File: src/rtl/hist_pkg.sv
// Shared types and defaults for the histogram result collector.
package hist_pkg;

   localparam int unsigned FREQ_W = 16;
   localparam int unsigned MODE_W = 16;

   localparam int unsigned DEFAULT_DEPTH     = 16;
   localparam int unsigned DEFAULT_FRAME_LEN = 64;

   // Packed so that it lays out directly as the output word {mode, frequency}.
   typedef struct packed {
      logic [MODE_W-1:0] mode;
      logic [FREQ_W-1:0] frequency;
   } hist_pair_t;

endpackage

File: src/rtl/hist_sync_fifo.sv
// Single-clock FIFO with a registered full_n flag and combinational empty.
// Writes presented while full_n_o is low are dropped and flagged on ovf_o.
module hist_sync_fifo #(
   parameter int unsigned WIDTH = 16,
   parameter int unsigned DEPTH = 16
) (
   input  logic             clk_i,
   input  logic             rst_i,
   input  logic [WIDTH-1:0] wdata_i,
   input  logic             wr_i,
   output logic             full_n_o,
   input  logic             rd_i,
   output logic [WIDTH-1:0] rdata_o,
   output logic             empty_o,
   output logic             ovf_o
);

   localparam int unsigned AW = $clog2(DEPTH);

   logic [WIDTH-1:0] mem_q [DEPTH];
   logic [AW-1:0]    wr_ptr_q, rd_ptr_q;
   logic [AW:0]      count_q, count_d;
   logic             full_n_q;
   logic             wr_acc, rd_acc;

   assign wr_acc   = wr_i & full_n_q;
   assign rd_acc   = rd_i & ~empty_o;
   assign empty_o  = (count_q == '0);
   assign full_n_o = full_n_q;
   assign rdata_o  = mem_q[rd_ptr_q];
   assign ovf_o    = wr_i & ~full_n_q;

   // Occupancy after this edge; full_n is derived from it so it is ready a cycle early.
   always_comb begin
      count_d = count_q + {{AW{1'b0}}, wr_acc} - {{AW{1'b0}}, rd_acc};
   end

   // Storage array, no reset needed since pointers define validity.
   always_ff @(posedge clk_i) begin
      if (!rst_i && wr_acc) begin
         mem_q[wr_ptr_q] <= wdata_i;
      end
   end

   // Pointers, occupancy and the registered full_n flag.
   always_ff @(posedge clk_i) begin
      if (rst_i) begin
         wr_ptr_q <= '0;
         rd_ptr_q <= '0;
         count_q  <= '0;
         full_n_q <= 1'b0;
      end else begin
         if (wr_acc) wr_ptr_q <= wr_ptr_q + 1'b1;
         if (rd_acc) rd_ptr_q <= rd_ptr_q + 1'b1;
         count_q  <= count_d;
         full_n_q <= (count_d < (AW+1)'(DEPTH));
      end
   end

endmodule

File: src/rtl/hist_result_collector.sv
// Pairs the histogram core's frequency and mode streams into 32-bit words on a
// valid/ready stream, marking the last pair of every FRAME_LEN-pair frame.
// Optional feature macro: HIST_COLLECT_STATS_EN adds pair_count and stall_cycles.
module hist_result_collector
   import hist_pkg::*;
#(
   parameter int unsigned DEPTH     = DEFAULT_DEPTH,
   parameter int unsigned FRAME_LEN = DEFAULT_FRAME_LEN
) (
   input  logic                     ap_clk,
   input  logic                     ap_rst,
   input  logic [FREQ_W-1:0]        frequency_in_V_V_din,
   input  logic                     frequency_in_V_V_write,
   output logic                     frequency_in_V_V_full_n,
   input  logic [MODE_W-1:0]        mode_in_V_V_din,
   input  logic                     mode_in_V_V_write,
   output logic                     mode_in_V_V_full_n,
   output logic [MODE_W+FREQ_W-1:0] m_tdata,
   output logic                     m_tvalid,
   input  logic                     m_tready,
   output logic                     m_tlast,
   output logic [15:0]              frame_count,
   output logic                     overflow_err
`ifdef HIST_COLLECT_STATS_EN
   ,
   output logic [31:0]              pair_count,
   output logic [31:0]              stall_cycles
`endif
);

   localparam int unsigned CNT_W = (FRAME_LEN > 1) ? $clog2(FRAME_LEN) : 1;
   localparam logic [CNT_W-1:0] LAST_IDX = CNT_W'(FRAME_LEN - 1);

   logic              freq_empty, mode_empty;
   logic              freq_ovf, mode_ovf;
   logic [FREQ_W-1:0] freq_head;
   logic [MODE_W-1:0] mode_head;
   logic              load;
   logic              handshake;

   hist_pair_t        out_q;
   logic              out_valid_q;
   logic              out_last_q;
   logic [CNT_W-1:0]  pair_idx_q;
   logic [15:0]       frame_cnt_q;
   logic              ovf_q;

   // Pop both heads together whenever the output register is free or draining.
   assign load      = ~freq_empty & ~mode_empty & (~out_valid_q | m_tready);
   assign handshake = out_valid_q & m_tready;

   hist_sync_fifo #(
      .WIDTH (FREQ_W),
      .DEPTH (DEPTH)
   ) u_freq_fifo (
      .clk_i    (ap_clk),
      .rst_i    (ap_rst),
      .wdata_i  (frequency_in_V_V_din),
      .wr_i     (frequency_in_V_V_write),
      .full_n_o (frequency_in_V_V_full_n),
      .rd_i     (load),
      .rdata_o  (freq_head),
      .empty_o  (freq_empty),
      .ovf_o    (freq_ovf)
   );

   hist_sync_fifo #(
      .WIDTH (MODE_W),
      .DEPTH (DEPTH)
   ) u_mode_fifo (
      .clk_i    (ap_clk),
      .rst_i    (ap_rst),
      .wdata_i  (mode_in_V_V_din),
      .wr_i     (mode_in_V_V_write),
      .full_n_o (mode_in_V_V_full_n),
      .rd_i     (load),
      .rdata_o  (mode_head),
      .empty_o  (mode_empty),
      .ovf_o    (mode_ovf)
   );

   // Output register and in-frame pair index; holds steady while stalled.
   always_ff @(posedge ap_clk) begin
      if (ap_rst) begin
         out_q       <= '0;
         out_valid_q <= 1'b0;
         out_last_q  <= 1'b0;
         pair_idx_q  <= '0;
      end else if (load) begin
         out_q.mode      <= mode_head;
         out_q.frequency <= freq_head;
         out_valid_q     <= 1'b1;
         out_last_q      <= (pair_idx_q == LAST_IDX);
         pair_idx_q      <= (pair_idx_q == LAST_IDX) ? '0 : pair_idx_q + CNT_W'(1);
      end else if (m_tready) begin
         out_valid_q <= 1'b0;
         out_last_q  <= 1'b0;
      end
   end

   // Completed-frame counter and sticky overflow flag.
   always_ff @(posedge ap_clk) begin
      if (ap_rst) begin
         frame_cnt_q <= '0;
         ovf_q       <= 1'b0;
      end else begin
         if (handshake && out_last_q) frame_cnt_q <= frame_cnt_q + 16'd1;
         if (freq_ovf || mode_ovf)    ovf_q       <= 1'b1;
      end
   end

   assign m_tdata      = out_q;
   assign m_tvalid     = out_valid_q;
   assign m_tlast      = out_last_q;
   assign frame_count  = frame_cnt_q;
   assign overflow_err = ovf_q;

`ifdef HIST_COLLECT_STATS_EN
   logic [31:0] pair_cnt_q;
   logic [31:0] stall_cnt_q;

   // Handshaken pairs (wrapping) and stalled cycles (saturating).
   always_ff @(posedge ap_clk) begin
      if (ap_rst) begin
         pair_cnt_q  <= '0;
         stall_cnt_q <= '0;
      end else begin
         if (handshake) pair_cnt_q <= pair_cnt_q + 32'd1;
         if (out_valid_q && !m_tready && (stall_cnt_q != '1)) begin
            stall_cnt_q <= stall_cnt_q + 32'd1;
         end
      end
   end

   assign pair_count   = pair_cnt_q;
   assign stall_cycles = stall_cnt_q;
`endif

endmodule

File: config.mk
export PLATFORM = sky130hd
export DESIGN_NAME = hist_result_collector
export DESIGN_NICKNAME = d
export VERILOG_FILES = /design/src/rtl/hist_pkg.sv /design/src/rtl/hist_sync_fifo.sv /design/src/rtl/hist_result_collector.sv
export SDC_FILE = /design/constraint.sdc
export NUM_CORES = 1
export LEC_CHECK = 0
export ABC_CLOCK_PERIOD_IN_PS = 3330
export CORE_MARGIN = 3
export CORE_UTILIZATION = 63
export CTS_BUF_LIST = sky130_fd_sc_hd__clkbuf_4 sky130_fd_sc_hd__clkbuf_8
export CTS_CLUSTER_DIAMETER = 150
export DETAILED_ROUTE_END_ITERATION = 7
export GPL_TIMING_DRIVEN = 0
export PLACE_DENSITY = 0.81
export SETUP_SLACK_MARGIN = 0.5
export SLEW_MARGIN = 20
export SYNTH_ARGS = -nofsm -noshare
export SYNTH_HDL_FRONTEND = slang
export SYNTH_SLANG_ARGS = --single-unit
File: constraint.sdc
create_clock -name ap_clk -period 3.33 [get_ports ap_clk]
set_clock_uncertainty 0.05 [all_clocks]
set_input_delay 0.666 -clock ap_clk [delete_from_list [all_inputs] [get_ports ap_clk]]
set_output_delay 0.666 -clock ap_clk [all_outputs]
set_load 0.005 [all_outputs]
==> results.md, run 1 <==
Outcome:
- The run finished with clean final reports.

Clock tree:
- The CTS buffer count is 91.
- The number of hold buffers added after CTS was 0.
- The H-tree was split into 3 levels.
- The deepest clock path buffer count is 3.
- The CTS tree is done.
- In this run the clock root is driven by a sky130_fd_sc_hd__clkbuf_8.
- For the worst-skew pair, the clock arrives at the later sink with an insertion delay of 0.64 ns.
- The clock net sink count is 597.
- The clock-pin slew on the worst setup and hold paths is 0.07 ns.

Logic synthesis:
- The synthesized flop and latch total is 597.
- The dominant register cell in the synthesized netlist is sky130_fd_sc_hd__edfxtp_1.
- Synthesis produced a netlist with a net count of 1,384.
- Yosys attributes the largest share of cell area to sky130_fd_sc_hd__edfxtp_1 66%, sky130_fd_sc_hd__dfxtp_1 7.3%, sky130_fd_sc_hd__mux2i_1 7.0%, sky130_fd_sc_hd__mux4_2 6.2%, sky130_fd_sc_hd__o22ai_1 1.7%.
- In this run, synthesis inferred 512 flip-flops with an integrated enable.
- The number of distinct library cells after synthesis is 47.
- The post-synthesis async set-or-reset flop share is 0%.
- Summing every instance area after synthesis gives 23,300 µm².
- The mean post-synth cell area is roughly 18 µm².
- The Yosys warning count is 0.
- The largest area contributor in the netlist is sky130_fd_sc_hd__edfxtp_1.
- In this run the biggest area consumer among cell types represents 66.0% of the synthesized area.
- Synthesis produced a netlist whose cell count is ~1,300.
- The share of the Yosys chip area taken by registers is 73.3%.

Drt:
- The first detailed-routing pass ran for 5 iterations.
- The routed layout has between 10,000 and 15,000 vias.
- The number of vias per cell is approximately 6.3.
- The detailed router finished its first iteration with 1,248 violations.
- The residual antenna-violating net count after detailed routing is 0.
- The routed wirelength normalized by instance count is 25.6 µm.
- The total detailed-routing wirelength is 53.5 mm.
- The remaining routing DRC violations is 0.

Place:
- The post-detailed-placement half-perimeter wirelength is about 34 mm.
- The routability-driven placement congestion ratio is 0.780.
- The post-placement worst setup slack is -0.223 ns.
- The count of buffers from port buffering is 89.
- The number of cells in the design after placement is 1,899.

Timing:
- The minimum setup slack in the final design is 0.312 ns.
- Setup violations remaining at the end of the flow were counted as 0.
- The pin slew with the least headroom to its limit is 1.11 ns.
- In the final timing run, aggregate negative setup slack is 0 ns.
- Static timing analysis puts the maximum clock frequency at 331 MHz.
- Of the available clock period, the critical path in the final layout requires 90.6%.
- Headroom to the max-slew limit came out at 26.2%.
- Setup repair after global routing could not meet its margin everywhere.
- The max-slew violation total from the final report was 0.
- The worst path in the final design needs a cycle of 3.02 ns, including I/O delays and setup.
- The final hold violation count is 0.

Power and ir drop:
- Dividing total power by cell area gives a power density of between 700 and 800 nW/µm².
- For this design the static power due to leakage is 8.88 nW.
- After layout, the design draws a total of 20.4 mW.
- The maximum vdd ir drop is 0.470 mV.

Floorplanning:
- The die extent in x is about 200 µm.
- The floorplan step set the die height to 198 µm.
- The site row count is between 60 and 70.
- The starting density of the core is 64.7%.
- In this run the standard cell core region covers 36,000 µm².
- The die covers 39,300 µm².
- In this run the count of I/O pins placed on the die edge is 90.

Critical path:
- The standard cell with the maximum stage delay on the critical path is sky130_fd_sc_hd__or4b_4.
- The worst setup path is of the reg -> reg kind.
- The critical path capture point type is a flip-flop.
- At the worst endpoint, the required time is 3.80 ns.
- The critical path goes through inv_2, ha_4, or4b_4, buf_6, nand3_4, buf_4, buf_8, inv_4, ha_4, inv_4, ha_4, inv_2, fa_2, nand2b_4, a21oi_4, o21ai_1, and3b_1.
- The kind of cell with the highest combined delay on the critical path is simple AND/OR/NAND/NOR gates.
- The critical path buffer and inverter count is 7.
- The delay of the slowest cell on the worst path is 0.46 ns.
- STA classifies the critical path startpoint as a flip-flop.
- The arrival time of the worst setup path is between 3 and 4 ns.
- Along the worst path, the maximum fanout reaches 3.
- The library cell appearing most often on the critical path is sky130_fd_sc_hd__ha_4.

GRT:
- The number of antenna violations at the first check in global routing is 2.
- The global-route congestion overflow total is 0.
- The global-route usage over all layers is between 20% and 30%.
- The global-route wire length before repair is 81.3 mm.
- The maximum number of pins on one net before global-route repair is 17.
- The via count of the first global-routing pass is 13,700.

Final layout:
- The post-layout utilization of the core is 76.3%.
- The most common library cell in the layout ignoring fill and taps is sky130_fd_sc_hd__edfxtp_1.
- Cells with a size suffix above 1 make up 24.5% of the layout.
- The non-filler instance count after layout is 2,090.
- In the layout the commonest cells are 512 x sky130_fd_sc_hd__edfxtp_1, 163 x sky130_fd_sc_hd__mux2i_1, 103 x sky130_fd_sc_hd__clkbuf_8.
- For this run, the post-layout net count is roughly 1,600.
- The synthesis-to-layout area growth is 17.9%.
- The number of filler instances in the final layout is 1,929.

Flow run:
- The number of max-cap violations is 0.

Min path:
- The worst min-delay path class is reg -> reg.
[final timing paths]
check / to / startpoint / slack, ns / depth (start not counted)
worst max register to register: u_mode_fifo.count_q[4]$_SDFF_PP0_ / u_freq_fifo.count_q[2]$_SDFF_PP0_ / 0.31 / 17
worst min register to register: overflow_err$_SDFFE_PP0P_ / overflow_err$_SDFFE_PP0P_ / 0.46 / 2
worst min-delay path: overflow_err$_SDFFE_PP0P_ / overflow_err$_SDFFE_PP0P_ / 0.46 / 2
worst max-delay path: u_mode_fifo.count_q[4]$_SDFF_PP0_ / u_freq_fifo.count_q[2]$_SDFF_PP0_ / 0.31 / 17
[cells in the mapped netlist, drive strengths merged (11+ instances only)]
cell type and n:
a211oi 16, a21oi 18, buf 49, clkbuf 23
dfxtp 85, edfxtp 512, ha 24, inv 24
mux2i 163, mux4 64, nand2 26, nand3 11
nand3b 23, nand4 13, nor2 89, nor4 17
o221ai 16, o22ai 64, or3 11, xnor2 11
xor2 18
[tightest hold or removal path, stage by stage (launching register included)]
cell and delay, ns:
sky130_fd_sc_hd__dfxtp_1 0.33, sky130_fd_sc_hd__a221oi_1 0.05, sky130_fd_sc_hd__nor2_1 0.09
[layer usage]
layer	share of wire (%)	vias up	GRT usage (%)
li1	-	5697	-
met2	51	735	46.2
met1	38	6626	37.0
met4	3.5	2	11.7
met5	0.024	-	0
met3	8.1	146	5.31
[layout make-up]
type,count,area [µm²],share of cell area [%]
flip-flops and latches,597,17100,62.2
multi-input cells,628,5990,21.8
clock buffers,150,1770,6.44
repair buffers,138,1420,5.16
well taps,461,577,2.10
plain buffers,72,412,1.50
clock inverters,19,113,0.410
inverters,24,108,0.392
diodes,1,2.50,0.00911
[power breakdown]
group,switching [mW],internal [mW]
clock,2.71,3.43
combinational,2.94,2.65
sequential,0.271,8.45
total,5.92,14.5
[flip-flops by register name (all words and copies together), names as in the netlist, 5 cells and up]
signal	flops
u_mode_fifo.count_q	5
frame_count	16
m_tdata	32
u_freq_fifo.mem_q	256
u_mode_fifo.mem_q	256
pair_idx_q	6
u_freq_fifo.count_q	5
[stage by stage]
stage | area (µm²) | hold WS (ns)
detailed placement | 25300 | 0.425
finish | 27500 | 0.460
global route | 27500 | 0.480
global placement | 24800 | 0.416
floorplan | 23400 | 0.421
CTS | 27400 | 0.440
[cells by family (layout without fill, tap and decap cells)]
group	after synthesis	after routing	synth area share [%]
DFF	597	597	73.3
and+or+nand+nor	218	218	4.89
muxes	229	229	13.3
AOI/OAI and AO/OA	126	126	3.99
xor gates and xnor gates	29	29	1.09
buffers and inverters	96	403	2.03
adders and majority gates	26	26	1.46
other	0	1	0
[repair_timing]
| item | 4_1_cts | 5_1_grt |
|---|---|---|
| setup endpoints to repair | 6 | 5 |
| gates resized for setup | 18 | 11 |
| hold endpoints to repair | 0 | 0 |
| pin swaps | 10 | 9 |
| buffers inserted | 14 | 7 |
(Power assumes the default switching activity.)
==> inputs of run 2 (changes only) <==
--- a/config.mk
+++ b/config.mk
@@ -6,7 +6,6 @@
 export NUM_CORES = 1
 export LEC_CHECK = 0
 export ABC_CLOCK_PERIOD_IN_PS = 3330
-export CORE_MARGIN = 3
 export CORE_UTILIZATION = 63
 export CTS_BUF_LIST = sky130_fd_sc_hd__clkbuf_4 sky130_fd_sc_hd__clkbuf_8
 export CTS_CLUSTER_DIAMETER = 150
==> run 2 against run 1 <==
Worst setup slack better by 0.078 ns. Flip-flop and latch count unchanged. Count of clock-buffer cells in the layout down 17. Cell count up 0.24%. Routed wire length down 2.3%. Largest cell class unchanged. Sequential share of layout area about the same. Largest power group unchanged.
==> results.md, run 2 (synthesis results as in run 1) <==
Floorplanning:
- After floorplanning, the core was divided into 70 placement rows.
- The core region area is 36,500 µm².
- The floorplan step set the die height to around 200 µm.
- The initial utilization of the core area, before any placement, comes to between 60 and 70%.
- The boundary pin count is 90.
- The die covers 37,800 µm².
- The die extent in x is 194 µm.

Critical path:
- In this run the worst path has a maximum fanout of 3.
- The delay of the slowest cell on the worst path is 0.46 ns.
- The depth of the most critical reg-to-reg path is 16.
- The type of the setup path with the least slack is reg -> reg.
- At the worst endpoint, the required time is 3.83 ns.
- The critical path crosses 16 cells after its start point.
- The kind of cell with the highest combined delay on the critical path is simple AND/OR/NAND/NOR gates.
- The critical path buffer and inverter count is 6.
- The library cell appearing most often on the critical path is sky130_fd_sc_hd__inv_2.
- Among all stages on the critical path, the largest delay is contributed by sky130_fd_sc_hd__or4b_4.
- The type of element launching the critical path is a flip-flop.
- The worst setup path is captured at a flip-flop.
- The critical path goes through inv_2, ha_4, or4b_4, buf_6, nand3_4, buf_8, inv_2, ha_4, inv_2, ha_4, inv_2, fa_2, nand2b_4, a21oi_2, or3_1, and3b_1.
- Data on the critical path arrives at its endpoint at between 3 and 4 ns.

GRT:
- The first global-routing pass estimated 78.6 mm of wire.
- The global-route congestion overflow total is 0.
- The via count of the first global-routing pass was 13,300.
- Entering global routing, the biggest net connects 17 pins.
- The number of antenna violations at the first check in global routing came to 1.
- Global routing used 28.3% of the available tracks across all layers.

Final layout:
- Cells with a size suffix above 1 make up 23.7% of the layout.
- In the final design database the tool counted 1,616 nets.
- The most common library cell in the layout ignoring fill and taps is sky130_fd_sc_hd__edfxtp_1.
- The library cells used most frequently in the layout, excluding fill and tap cells, are 512 x sky130_fd_sc_hd__edfxtp_1, 163 x sky130_fd_sc_hd__mux2i_1, 103 x sky130_fd_sc_hd__clkbuf_8.
- The synthesis-to-layout area growth is 17.8%.

Timing:
- The smallest clock period supported by the final layout is computed as between 2 and 3 ns.
- The max-slew violation total from the final report was 0.
- The final hold violation count came to 0.
- At the pin with the least slew margin, the transition time is ~1.1 ns.
- Setup violations remaining at the end of the flow were counted as 0.
- The sum of negative setup slack is 0 ns.
- The worst path uses approximately nine tenths of the clock period.
- Setup repair after global routing could not meet its margin everywhere.
- The worst slew slack as a fraction of its limit is 25.6%.
- The achievable clock frequency is 340 MHz.

Clock tree:
- The clock insertion delay at the later pin of the skew report is 0.66 ns.
- In this run the clock root is driven by a sky130_fd_sc_hd__clkbuf_8.
- After clock tree synthesis, the clock-pin slew on the worst setup and hold paths is 0.06 ns.
- For this design, the sink count on the clock tree is 597.
- In this run the number of H-tree levels came out at 3.
- For this design, the CTS-stage hold fixing added 0 buffers.
- The deepest clock path buffer count is 3.
- The CTS buffer count is 91.
- The CTS tree is done.

Power and ir drop:
- The overall power consumption is 20.3 mW.
- Power spread over the standard cell area amounts to ~740 nW/µm².
- Summed over all cells, the static leakage comes to around 9 nW.
- Across the VDD grid, the largest voltage drop is about 0.52 mV.

Place:
- In this run the tool buffered the top-level ports with slightly below 90 buffer cells.
- The post-detailed-placement half-perimeter wirelength is 34.4 mm.
- At the end of routability-driven placement, the weighted congestion stood at 0.828.

Outcome:
- The flow ran to the end, and the final reports show no timing, DRC or antenna violations.

Drt:
- The first-pass detailed-route iteration total is 5.
- The initial DRC count is 1,218.
- In the routed layout, each cell is associated on average with a via count of approximately 6.2.
- The final route contains approximately 13,000 vias.
- The remaining routing DRC violations is 0.
- The total detailed-routing wirelength is 52.2 mm.
- Dividing the detail-routed wire length by the instance count gives ~25 µm.
- The detail route stage leaves a number of antenna-violating nets equal to 0.

Min path:
- The path class of the tightest hold or removal check is reg -> reg.
- Along the worst hold path, the cell count comes to 2.

Flow run:
- Across the run, the number of max-cap violations was 0.
==> run 2: worst paths after layout <==
check	from	slack [ns]	to
setup / recovery	u_mode_fifo.count_q[2]$_SDFF_PP0_	0.39	u_mode_fifo.count_q[4]$_SDFF_PP0_
hold reg to reg	overflow_err$_SDFFE_PP0P_	0.43	overflow_err$_SDFFE_PP0P_
setup reg to reg	u_mode_fifo.count_q[2]$_SDFF_PP0_	0.39	u_mode_fifo.count_q[4]$_SDFF_PP0_
hold / removal	overflow_err$_SDFFE_PP0P_	0.43	overflow_err$_SDFFE_PP0P_
==> run 2: cell type report <==
| cell class | count | area [µm²] |
|---|---|---|
| timing repair buffer | 139 | 1430 |
| multi-input combinational | 628 | 5950 |
| fill | 2016 | 9060 |
| inverter | 24 | 97.6 |
| clock buffer | 133 | 1640 |
| sequential | 597 | 17100 |
| tap | 468 | 586 |
| buffer | 72 | 412 |
| clock inverter | 33 | 258 |
| antenna | 1 | 2.50 |
==> run 2: what timing repair did <==
action,in CTS,in global routing
pin swaps,14,6
setup endpoints to repair,7,5
buffers inserted,16,4
resized for setup,20,0
==> run 2: layer usage <==
metal,up-vias,global-route usage [%],wire length [µm]
li1,5705,-,-
met1,6564,36.1,19600
met2,682,47.8,26600
met3,134,4.88,4030
met4,2,13.2,1940
met5,-,0,11
==> run 2: tightest hold or removal path, cell delays in order (launching register included) <==
cell	delay [ns]
sky130_fd_sc_hd__dfxtp_1	0.33
sky130_fd_sc_hd__a221oi_1	0.05
sky130_fd_sc_hd__nor2_1	0.07
==> run 2: stage by stage <==
step	instances	util (%)	worst slack, ns	area [µm²]	hold slack, ns
CTS	2090	75.1	0.432	27400	0.444
global route	2094	75.2	0.332	27500	0.484
floorplan	1321	-	0.413	23400	0.421
finish	2095	75.2	0.390	27500	0.434
global placement	1878	68.1	-0.542	24900	0.414
detailed placement	1908	69.3	-0.215	25300	0.425
==> run 2: power by group <==
group	switching [mW]	total (mW)	leakage [nW]	internal (mW)
sequential	0.264	8.71	5.30	8.45
clock	2.76	6.17	0.999	3.42
combinational	2.88	5.45	2.56	2.57
total	5.90	20.3	8.86	14.4
